`src/rtl/uart_receiver_if.sv`:
```
// rtl/uart_receiver_if.sv - host-side handshake bundle of the UART receiver
// master is the receiver side, slave is the host logic consuming bytes.
interface uart_receiver_if #(
  parameter int DATA_BITS = 8
);
  logic                 rdy_clr;
  logic [DATA_BITS-1:0] data_out;
  logic                 rdy;
  logic                 frame_err;
  logic                 overrun;
  logic                 parity_err;
  logic                 Rx_busy;

  modport master (
    input  rdy_clr,
    output data_out, rdy, frame_err, overrun, parity_err, Rx_busy
  );

  modport slave (
    output rdy_clr,
    input  data_out, rdy, frame_err, overrun, parity_err, Rx_busy
  );
endinterface

```
`src/rtl/uart_receiver.sv`:
```
// rtl/uart_receiver.sv - oversampling UART receive FSM with ready/clear handshake
// Define UART_RX_PARITY_EN to receive start + data + even parity + stop frames.
module uart_receiver #(
  parameter int DATA_BITS  = 8,
  parameter int OVERSAMPLE = 16
) (
  input  logic             clk_50m,
  input  logic             clr,
  input  logic             clken,
  input  logic             Rx,
  uart_receiver_if.master  host
);
  localparam int SW = $clog2(OVERSAMPLE);
  localparam int BW = (DATA_BITS > 1) ? $clog2(DATA_BITS) : 1;
  localparam logic [SW-1:0] S_MID  = SW'(OVERSAMPLE / 2 - 1);
  localparam logic [SW-1:0] S_END  = SW'(OVERSAMPLE - 1);
  localparam logic [BW-1:0] B_LAST = BW'(DATA_BITS - 1);

  localparam logic [2:0] IDLE   = 3'd0;
  localparam logic [2:0] START  = 3'd1;
  localparam logic [2:0] DATA   = 3'd2;
  localparam logic [2:0] PARITY = 3'd3;
  localparam logic [2:0] STOP   = 3'd4;

  logic                 rx_meta_q, rx_s_q;
  logic [2:0]           state_q, state_d;
  logic [SW-1:0]        scnt_q, scnt_d;
  logic [BW-1:0]        bcnt_q, bcnt_d;
  logic [DATA_BITS-1:0] shift_q, shift_d;
  logic [DATA_BITS-1:0] data_q, data_d;
  logic                 rdy_q, rdy_d;
  logic                 frame_err_q, frame_err_d;
  logic                 overrun_q, overrun_d;
  logic                 good, bad;
`ifdef UART_RX_PARITY_EN
  logic                 par_bad_q, par_bad_d;
  logic                 parity_err_q, parity_err_d;
`endif

  always_comb begin
    state_d = state_q;
    scnt_d  = scnt_q;
    bcnt_d  = bcnt_q;
    shift_d = shift_q;
    good    = 1'b0;
    bad     = 1'b0;
`ifdef UART_RX_PARITY_EN
    par_bad_d = par_bad_q;
`endif
    if (clken) begin
      case (state_q)
        IDLE: begin
          if (!rx_s_q) begin
            state_d = START;
            scnt_d  = '0;
          end
        end
        START: begin
          if (scnt_q == S_MID) begin
            scnt_d  = '0;
            bcnt_d  = '0;
            state_d = rx_s_q ? IDLE : DATA;
          end else begin
            scnt_d = scnt_q + 1'b1;
          end
        end
        DATA: begin
          if (scnt_q == S_END) begin
            scnt_d          = '0;
            shift_d[bcnt_q] = rx_s_q;
            bcnt_d          = bcnt_q + 1'b1;
            if (bcnt_q == B_LAST) begin
`ifdef UART_RX_PARITY_EN
              state_d = PARITY;
`else
              state_d = STOP;
`endif
            end
          end else begin
            scnt_d = scnt_q + 1'b1;
          end
        end
`ifdef UART_RX_PARITY_EN
        PARITY: begin
          if (scnt_q == S_END) begin
            scnt_d    = '0;
            par_bad_d = (^shift_q) ^ rx_s_q;
            state_d   = STOP;
          end else begin
            scnt_d = scnt_q + 1'b1;
          end
        end
`endif
        STOP: begin
          // Leave on the mid-bit sample so a back-to-back start edge is not missed.
          if (scnt_q == S_END) begin
            scnt_d  = '0;
            state_d = IDLE;
            good    = rx_s_q;
            bad     = ~rx_s_q;
          end else begin
            scnt_d = scnt_q + 1'b1;
          end
        end
        default: state_d = IDLE;
      endcase
    end
  end

  // A completing good byte takes priority over a same-cycle acknowledge.
  always_comb begin
    data_d      = good ? shift_q : data_q;
    rdy_d       = good | (rdy_q & ~host.rdy_clr);
    overrun_d   = ~host.rdy_clr & (overrun_q | (good & rdy_q));
    frame_err_d = bad | (frame_err_q & ~host.rdy_clr);
`ifdef UART_RX_PARITY_EN
    parity_err_d = (good & par_bad_q) | (parity_err_q & ~host.rdy_clr);
`endif
  end

  always_ff @(posedge clk_50m) begin
    if (clr) begin
      rx_meta_q   <= 1'b1;
      rx_s_q      <= 1'b1;
      state_q     <= IDLE;
      scnt_q      <= '0;
      bcnt_q      <= '0;
      shift_q     <= '0;
      data_q      <= '0;
      rdy_q       <= 1'b0;
      frame_err_q <= 1'b0;
      overrun_q   <= 1'b0;
`ifdef UART_RX_PARITY_EN
      par_bad_q    <= 1'b0;
      parity_err_q <= 1'b0;
`endif
    end else begin
      rx_meta_q   <= Rx;
      rx_s_q      <= rx_meta_q;
      state_q     <= state_d;
      scnt_q      <= scnt_d;
      bcnt_q      <= bcnt_d;
      shift_q     <= shift_d;
      data_q      <= data_d;
      rdy_q       <= rdy_d;
      frame_err_q <= frame_err_d;
      overrun_q   <= overrun_d;
`ifdef UART_RX_PARITY_EN
      par_bad_q    <= par_bad_d;
      parity_err_q <= parity_err_d;
`endif
    end
  end

  assign host.data_out  = data_q;
  assign host.rdy       = rdy_q;
  assign host.frame_err = frame_err_q;
  assign host.overrun   = overrun_q;
  assign host.Rx_busy   = (state_q != IDLE);
`ifdef UART_RX_PARITY_EN
  assign host.parity_err = parity_err_q;
`else
  assign host.parity_err = 1'b0;
`endif
endmodule
```
`src/flat_wrapper.sv`:
```
// flat-port wrapper written by rule: the top's interface ports become plain ports
module uart_receiver_flat 
#(
  parameter int DATA_BITS  = 8,
  parameter int OVERSAMPLE = 16
)
  (clk_50m, clr, clken, Rx, host_rdy_clr, host_data_out, host_rdy, host_frame_err, host_overrun, host_parity_err, host_Rx_busy);
  uart_receiver_if #(.DATA_BITS(DATA_BITS)) host_i ();
  input  logic clk_50m;
  input  logic clr;
  input  logic clken;
  input  logic Rx;
  input wire logic [$bits(host_i.rdy_clr)-1:0] host_rdy_clr;
  output wire logic [$bits(host_i.data_out)-1:0] host_data_out;
  output wire logic [$bits(host_i.rdy)-1:0] host_rdy;
  output wire logic [$bits(host_i.frame_err)-1:0] host_frame_err;
  output wire logic [$bits(host_i.overrun)-1:0] host_overrun;
  output wire logic [$bits(host_i.parity_err)-1:0] host_parity_err;
  output wire logic [$bits(host_i.Rx_busy)-1:0] host_Rx_busy;
  assign host_i.rdy_clr = host_rdy_clr;
  assign host_data_out = host_i.data_out;
  assign host_rdy = host_i.rdy;
  assign host_frame_err = host_i.frame_err;
  assign host_overrun = host_i.overrun;
  assign host_parity_err = host_i.parity_err;
  assign host_Rx_busy = host_i.Rx_busy;
  uart_receiver #(.DATA_BITS(DATA_BITS), .OVERSAMPLE(OVERSAMPLE)) u_core (.clk_50m(clk_50m), .clr(clr), .clken(clken), .Rx(Rx), .host(host_i));
endmodule
```
`config.mk`:
```
export PLATFORM = sky130hd
export DESIGN_NAME = uart_receiver_flat
export DESIGN_NICKNAME = d
export VERILOG_FILES = /design/src/rtl/uart_receiver_if.sv /design/src/rtl/uart_receiver.sv /design/src/flat_wrapper.sv
export SDC_FILE = /design/constraint.sdc
export NUM_CORES = 1
export LEC_CHECK = 0
export ABC_AREA = 1
export BUFFER_PORTS_ARGS = -buffer_cell sky130_fd_sc_hd__buf_2
export CORE_UTILIZATION = 45
export CTS_CLUSTER_SIZE = 25
export DETAILED_ROUTE_END_ITERATION = 10
export PLACE_DENSITY = 0.65
export SLEW_MARGIN = 40
export SYNTH_ARGS = -nofsm -noshare
export SYNTH_HDL_FRONTEND = slang
export SYNTH_SLANG_ARGS = --single-unit
```
`constraint.sdc`:
```
create_clock -name clk_50m -period 4.45 [get_ports clk_50m]
set_input_delay 0.89 -clock clk_50m [delete_from_list [all_inputs] [get_ports clk_50m]]
set_output_delay 0.89 -clock clk_50m [all_outputs]
set_load 0.005 [all_outputs]
```
After elaboration in Yosys (flattened, before gate mapping):

Index checks and enable logic that the tools add are counted.

* flip-flop bits (word level): 31
* input bits: 5
* output and inout port bits: 13
* logic and storage cells: 67

* $add $sub $neg: 2
* magnitude comparators: 2
* equality and inequality tests: 11
* multiplexer cells: 23
* bitwise operators: 9
* reduce and logical (&&, ||, !) cells: 10

Operator list (number)
* $mux W3: 7
* $mux W4: 3
* $pmux W3 S4: 1
* $pmux W4 S3: 1
* $bwmux W8: 1
* $ne A2 B1 Y1 const B: 4
* $mux W1: 7
* $eq A3 B3 Y1 const B: 2
* $pmux W3 S2: 1
* $reduce_and A3 Y1: 2
* $reduce_and A6 Y1: 1
* $reduce_bool A3 Y1: 2
* $add A4 B1 Y4 const B: 1
* $and A1 B1 Y1: 4
* $eq A4 B3 Y1 const B: 1
* $eq A4 B4 Y1 const B: 1
* $lt A3 B4 Y1 const B: 1
* $reduce_and A4 Y1: 1
* $add A3 B1 Y3 const B: 1
* $demux W1 S3: 1
* $eq A3 B1 Y1 const B: 1
* $eq A3 B2 Y1 const B: 1
* $ge A3 B1 Y1 const B: 1
* $logic_not A3 Y1: 1
* 7 further kinds: 10

Logic depth before layout (Yosys ltp):

Gate-level depths: netlist of run 1.

* depth in word-level cells: 7
* depth in mapped cells: 10
* gate-level depth less buffers: 10

Least setup slack after synthesis of run 1:

OpenSTA, ideal clock, no wires.

* path type: input port to flip-flop
* start: in clken
* end: reg u_core.data_q[0] (netlist: u_core.host.data_out[0])
* setup time: 0.116 ns
* data arrival time: 1.490 ns
* data required time: 4.334 ns
* path slack: 2.844 ns
* stages: 5
* path buffers: 0
* path through: nand3_4 -> nor3_4 -> inv_2 -> nor2_1 -> nor2_1

* word-level cells in the longest chain between the ends: 1

Ends and longest elaborated chain
* start, declared: RTL line flat_wrapper.sv:11 `input logic clken;`
* $mux W1: RTL line uart_receiver.sv:50 `if (clken) begin`
* end signal, assigned: RTL line uart_receiver.sv:144 `data_q <= data_d;`
* end, declared: RTL line uart_receiver.sv:30 `logic [DATA_BITS-1:0] data_q, data_d;`

Every way passes these cells.
A chain may end at the register's enable or synchronous reset.

Worst setup path after layout of run 1:

* start: reg u_core.state_q[2]
* end: out host_Rx_busy

* word-level cells in the longest chain between the ends: 1

Ends and longest elaborated chain
* start, declared: RTL line uart_receiver.sv:26 `logic [2:0] state_q, state_d;`
* start signal, assigned: RTL line uart_receiver.sv:140 `state_q <= state_d;`
* $reduce_bool A3 Y1: RTL line uart_receiver.sv:159 `assign host.Rx_busy = (state_q != IDLE);`
* end, declared: RTL line flat_wrapper.sv:19 `output wire logic [$bits(host_i.Rx_busy)-1:0] host_Rx_busy;`

Every way passes these cells.

==> flow_metrics.env, run 1 <==
export IMPL_final_area_um2=1647
export IMPL_viasPerCell=4.678
export IMPL_relSlewSlack_pct=58.76
export IMPL_critical_path_arrival_ps=1080
export IMPL_ir_drop_uv=203.1
export IMPL_die_w_um=59.18
export IMPL_timing_final_crit_share_pct=44.37
export IMPL_skew_ps=6.538
export IMPL_yosysUniqueCellTypes=22
export IMPL_first_iter_violations=50
export IMPL_setup_ws_ps=2476
export IMPL_cts_hold_buf=0
export IMPL_root_buffer="clkbuf_4"
export IMPL_place_gp_congestion=0.7794
export IMPL_synthesis_area_um2=1471
export IMPL_die_height_um=59.18
export IMPL_most_common_layout_cells="48 x nor2_1, 47 x nand2_1, 31 x dfxtp_1, 24 x inv_1"
export IMPL_rsz0062_at_grt="false"
export IMPL_crit_required_ps=3560
export IMPL_tns_ps=0
export IMPL_grt_pass1_vias=1137
export IMPL_final_setup_viol_count=0
export IMPL_layout_commonest_cell="nor2_1"
export IMPL_diodes=0
export IMPL_tightest_slew_ps=617.9
export IMPL_final_nets=240
export IMPL_ant_nets=0
export IMPL_syn_area_per_cell_um2=6.941
export IMPL_ys_seq_elements=31
export IMPL_cp_max_fo=5
export IMPL_fin_crit_ps=1974
export IMPL_port_buffers=16
export IMPL_yosys_warnings=0
export IMPL_post_cts_buffers=0
export IMPL_numCtsBuffers=5
export IMPL_swShare_pct=37.18
export IMPL_max_freq_ghz=0.5065
export IMPL_status="finished, final reports clean"
export IMPL_cts_reportedPaths_clkPinSlew_ps=90
export IMPL_grt_antenna_before_repair=0
export IMPL_dp_final_hpwl_um=1991
export IMPL_ios=18
export IMPL_dr_pass1_iters=4
export IMPL_num_vias=1291
export IMPL_drc=0
export IMPL_fill_cells=331
export IMPL_coreArea_um2=3078
export IMPL_area_delta_synth_final_pct=11.90
export IMPL_cellLeakagePower_uw=0.0008023
export IMPL_endpoint_kind="primary output"
export IMPL_clock_sinks=31
export IMPL_hold_slack_ps=428.1
export IMPL_post_dp_cell_area_um2=1590
export IMPL_grt_max_degree=25
export IMPL_clkLatencyLatePin_ps=330
export IMPL_wl_per_cell_um=10.21
export IMPL_grt_use_total_pct=19.33
export IMPL_die_area_um2=3502
export IMPL_ctsResizeCount=0
export IMPL_synth_seq_area_share_pct=42.18
export IMPL_internal_power_uw=431.5
export IMPL_synth_nets=220
export IMPL_wl_um=2817
export IMPL_comb_power_share_pct=30.2
export IMPL_htree_levels=2
export IMPL_final_max_slew_viol_count=0
export IMPL_final_layout_size_suffix_gt1_share_pct=16.38
export IMPL_hold_viol=0
export IMPL_grt_overflow_total=0
export IMPL_grt_pass1_wl_um=4961
export IMPL_seq_power_share_pct=45.7
export IMPL_hp_class="register to register"
export IMPL_tritoncts="built"
export IMPL_p_switching_uw=255.3
export IMPL_initial_core_util_pct=47.80
export IMPL_preCtsSetupSlack_ps=2432
export IMPL_powerDensity_nw_per_um2=417.1
export IMPL_synthCells=212
export IMPL_critPathLaunchType="register"
export IMPL_p_clk_share_pct=24.1
export IMPL_criticalPathCategory="register to primary output"
export IMPL_rows=20
export IMPL_cts_buffer_depth=2
export IMPL_maxCapViolations=0
==> logic make-up after synthesis <==
kind of cell	share of synthesized area, %
compound gates	8.164
xor+xnor	0.5953
fa+ha+maj	2.551
buf+inv	7.483
flops	42.18
other cells	0.2549
simple gates	38.78
==> power groups by stage <==
stage	Sequential [µW]	Combinational, µW	Clock, µW
6_report	314	207	166
5_1_grt	319	241	186
4_1_cts	314	207	170
3_5_place_dp	320	206	0
3_3_place_gp	320	204	0
2_1_floorplan	315	168	0
==> routing by layer <==
layer  up-vias  share of wire, %  global-route usage (%)
met5         -                 0                       0
met3         6               4.7                   6.114
li1        701                 -                       -
met1       561                51                   26.67
met4         0               2.2                   9.184
met2        23                42                   27.13
==> registers in the layout (all words and copies together) (netlist names) <==
name,cells
u_core.bcnt_q,3
u_core.host.data_out,8
u_core.state_q,3
u_core.rx_s_q,1
u_core.rx_meta_q,1
u_core.host.rdy,1
u_core.host.frame_err,1
u_core.scnt_q,4
u_core.host.overrun,1
u_core.shift_q,8
==> area by class of cell <==
type                       instances  area [µm²]  share of cell area [%]
clock buffer                       6       51.30                   3.116
clock inverter                     1       5.005                  0.3040
inverter                          25       93.84                   5.699
multi-input combinational        153       740.7                   44.98
sequential                        31       620.6                   37.69
tap                               44       55.05                   3.343
timing repair buffer              16       80.08                   4.863
==> critical path, cell delays in order (launching register included) <==
cell and delay (ps):
dfxtp_1 370, nor2_2 150, nand2_1 100, buf_2 140
==> through the flow <==
stage	utilization [%]	cells	total power, µW
3_3_place_gp	51.67	269	523.6
5_1_grt	53.50	276	745.7
4_1_cts	53.50	276	691.0
6_report	53.50	276	686.8
2_1_floorplan	-	212	483.0
3_5_place_dp	51.67	269	526.6
==> synth_stat cells <==
cell type	number	share of area (%)
nor2_1	48	12
nand2_1	47	12
dfxtp_1	31	42
inv_1	24	6.1
nand3_1	16	5.4
o21ai_0	11	3.7
a21oi_1	10	3.4
ha_1	3	2.6
nand2_2	3	1.3
nor2_2	3	1.3
nor3_4	3	3.3
or2_2	3	1.3
buf_1	1	0.25
buf_2	1	0.34
buf_4	1	0.51
conb_1	1	0.25
inv_2	1	0.25
nand3_4	1	1.2
nor2_4	1	0.77
o22ai_1	1	0.43
o32ai_1	1	0.60
xnor2_1	1	0.60
==> final timing paths <==
path	cells past startpoint	slack, ps	to	start
min	1	430	u_core.rx_s_q	u_core.rx_meta_q
max reg2reg	8	2720	u_core.host.data_out[7]	u_core.scnt_q[0]
min reg2reg	1	430	u_core.rx_s_q	u_core.rx_meta_q
max	3	2480	host_Rx_busy	u_core.state_q[2]
(Power assumes the default switching activity.)
==> inputs of run 2 (changes only) <==
--- a/config.mk
+++ b/config.mk
@@ -5,7 +5,7 @@
 export SDC_FILE = /design/constraint.sdc
 export NUM_CORES = 1
 export LEC_CHECK = 0
-export ABC_AREA = 1
+export ABC_AREA = 0
 export BUFFER_PORTS_ARGS = -buffer_cell sky130_fd_sc_hd__buf_2
 export CORE_UTILIZATION = 45
 export CTS_CLUSTER_SIZE = 25
==> constraint.sdc (replaced) <==
create_clock -name clk_50m -period 2 [get_ports clk_50m]
set_input_delay 0.4 -clock clk_50m [delete_from_list [all_inputs] [get_ports clk_50m]]
set_output_delay 0.4 -clock clk_50m [all_outputs]
set_load 0.005 [all_outputs]
==> run 2 against run 1 <==
Net effect:
- highest routed layer unchanged
- clock power increased to 3.7 times the previous value
- cell area increased by 4.0%
- core utilization increased by 1.7 points
- via count decreased by 5.6%
- synthesized area increased by 1.9%
- wire length decreased by 0.28%
- non-clock buffer count increased by 5
- register-to-register slack got worse by 2600 ps
- sequential cell count unchanged
- largest cell class unchanged
==> flow_metrics.env, run 2 <==
export IMPL_clock_sinks=31
export IMPL_hp_class="primary input to register"
export IMPL_async_reset_ff_share_pct=0
export IMPL_drc=0
export IMPL_cp_max_fo=7
export IMPL_area_delta_synth_final_pct=14.27
export IMPL_synth_edf_count=0
export IMPL_syn_area_per_cell_um2=9.140
export IMPL_grt_antenna_before_repair=0
export IMPL_htree_levels=2
export IMPL_ys_seq_elements=31
export IMPL_dr_pass1_iters=4
export IMPL_tritoncts="built"
export IMPL_final_max_slew_viol_count=0
export IMPL_clkLatencyLatePin_ps=340
export IMPL_relSlewSlack_pct=62.80
export IMPL_timing_final_crit_share_pct=92.45
export IMPL_yosys_top_cells_count="31 x dfxtp_1, 26 x nor2_1, 19 x mux2i_1"
export IMPL_port_buffers=16
export IMPL_ios=18
export IMPL_final_nets=188
export IMPL_status="finished, final reports clean"
export IMPL_grt_pass1_vias=1095
export IMPL_synthesis_area_um2=1499
export IMPL_synth_seq_area_share_pct=41.40
export IMPL_die_w_um=59.72
export IMPL_endpoint_kind="register"
export IMPL_yosys_area_top_type_share_pct=41.40
export IMPL_synth_most_common_cell="dfxtp_1"
export IMPL_critPathLaunchType="register"
export IMPL_grt_overflow_total=0
export IMPL_root_buffer="clkbuf_4"
export IMPL_numCtsBuffers=5
export IMPL_ant_nets=0
export IMPL_synthTopCellsByArea="dfxtp_1 41%, mux2i_1 13%, nor2_1 6.5%"
export IMPL_ir_drop_uv=396.6
export IMPL_rsz0062_at_grt="false"
export IMPL_maxCapViolations=0
export IMPL_wl_um=2809
export IMPL_powerDensity_nw_per_um2=755.1
export IMPL_p_total_uw=1293
export IMPL_hold_viol=0
export IMPL_cellLeakagePower_uw=0.0007699
export IMPL_synth_top_flop_cell="dfxtp_1"
export IMPL_die_area_um2=3566
export IMPL_tns_ps=0
export IMPL_critical_path_arrival_ps=2090
export IMPL_synth_nets=172
export IMPL_synth_top_area_cell="dfxtp_1"
export IMPL_cts_reportedPaths_clkPinSlew_ps=90
export IMPL_yosys_warnings=0
export IMPL_dp_final_hpwl_um=2000
export IMPL_cts_buffer_depth=2
export IMPL_diodes=0
export IMPL_max_freq_ghz=0.5408
export IMPL_num_vias=1219
export IMPL_grt_use_total_pct=18.81
export IMPL_die_height_um=59.72
export IMPL_fill_cells=325
export IMPL_initial_core_util_pct=48.31
export IMPL_layout_commonest_cell="dfxtp_1"
export IMPL_final_setup_viol_count=0
export IMPL_fin_crit_ps=1849
export IMPL_final_layout_size_suffix_gt1_share_pct=20.99
export IMPL_skew_ps=4.954
export IMPL_coreArea_um2=3103
export IMPL_tightest_slew_ps=558.0
export IMPL_synthCells=164
export IMPL_grt_pass1_wl_um=4864
export IMPL_wl_per_cell_um=12.48
export IMPL_yosysUniqueCellTypes=40
export IMPL_viasPerCell=5.418
export IMPL_cts_hold_buf=0
export IMPL_criticalPathCategory="register to register"
export IMPL_first_iter_violations=50
export IMPL_most_common_layout_cells="31 x dfxtp_1, 26 x nor2_1, 19 x mux2i_1, 16 x buf_2, 11 x nand4_1"
export IMPL_grt_max_degree=35
export IMPL_place_gp_congestion=0.7685
export IMPL_rows=20
export IMPL_crit_required_ps=2240
==> run 2: per-layer routing <==
metal	up-vias	global-route usage [%]	wire (µm)
met1	577	21.76	1254
met4	0	12.96	79
met3	9	4.545	84
li1	619	-	-
met5	-	0	0
met2	14	30.48	1391
==> run 2: layout make-up <==
| type | count | area, µm² | area share [%] |
|---|---|---|---|
| Multi-Input combinational cell | 118 | 807.0 | 47.11 |
| Sequential cell | 31 | 620.6 | 36.23 |
| Timing Repair Buffer | 21 | 117.6 | 6.866 |
| Clock inverter | 2 | 60.06 | 3.506 |
| Tap cell | 44 | 55.05 | 3.214 |
| Clock buffer | 6 | 41.29 | 2.411 |
| Inverter | 3 | 11.26 | 0.6574 |
==> run 2: critical path, stage by stage, from the launching register on <==
cell and delay [ps]:
dfxtp_1 380, ha_1 280, and3b_1 210, o32ai_2 120, a211oi_2 380, mux2_2 370
==> run 2: worst paths after layout <==
| kind | startpoint | to | slack, ps | cells after the start |
|---|---|---|---|---|
| worst max-delay path | u_core.scnt_q[0] | u_core.state_q[2] | 150 | 5 |
| worst min-delay path | Rx | u_core.rx_meta_q | 230 | 2 |
| worst max register to register | u_core.scnt_q[0] | u_core.state_q[2] | 150 | 5 |
| worst min register to register | u_core.rx_meta_q | u_core.rx_s_q | 420 | 1 |
==> run 2: timing repair <==
item	in CTS	in global routing
setup buffers	0	0
setup endpoints to repair	0	1
gates resized for setup	0	1
==> run 2: logic make-up (layout without fill, tap and decap cells) <==
| group | Yosys count | after routing | synth area share [%] |
|---|---|---|---|
| AO/OA/AOI/OAI | 15 | 15 | 7.846 |
| flip-flops | 31 | 31 | 41.40 |
| buffers and inverters | 15 | 32 | 4.841 |
| XOR/XNOR | 1 | 1 | 0.5844 |
| adder cells (fa/ha/maj) | 3 | 3 | 2.504 |
| other | 1 | 1 | 0.2502 |
| multiplexers | 20 | 20 | 13.44 |
| AND/OR/NAND/NOR | 78 | 78 | 29.13 |
==> run 2: power breakdown <==
group | internal, µW | switching (µW) | total [µW]
Combinational | 24.5 | 32.6 | 57.1
Sequential | 621 | 7.77 | 628
Clock | 390 | 218 | 608
==> run 2: through the flow <==
| step | hold WS (ps) | cell area, µm² | util (%) | setup slack [ps] | instances |
|---|---|---|---|---|---|
| after global routing | 228.5 | 1713 | 55.20 | 15.71 | 225 |
| final | 234.5 | 1713 | 55.20 | 151.0 | 225 |
| after CTS | 216.8 | 1712 | 55.16 | 147.1 | 225 |
| after floorplan | 389.5 | 1499 | - | 291.0 | 164 |
| after global placement | 391.9 | 1610 | 51.90 | 224.3 | 217 |
| after detailed placement | 399.7 | 1610 | 51.90 | 171.6 | 217 |
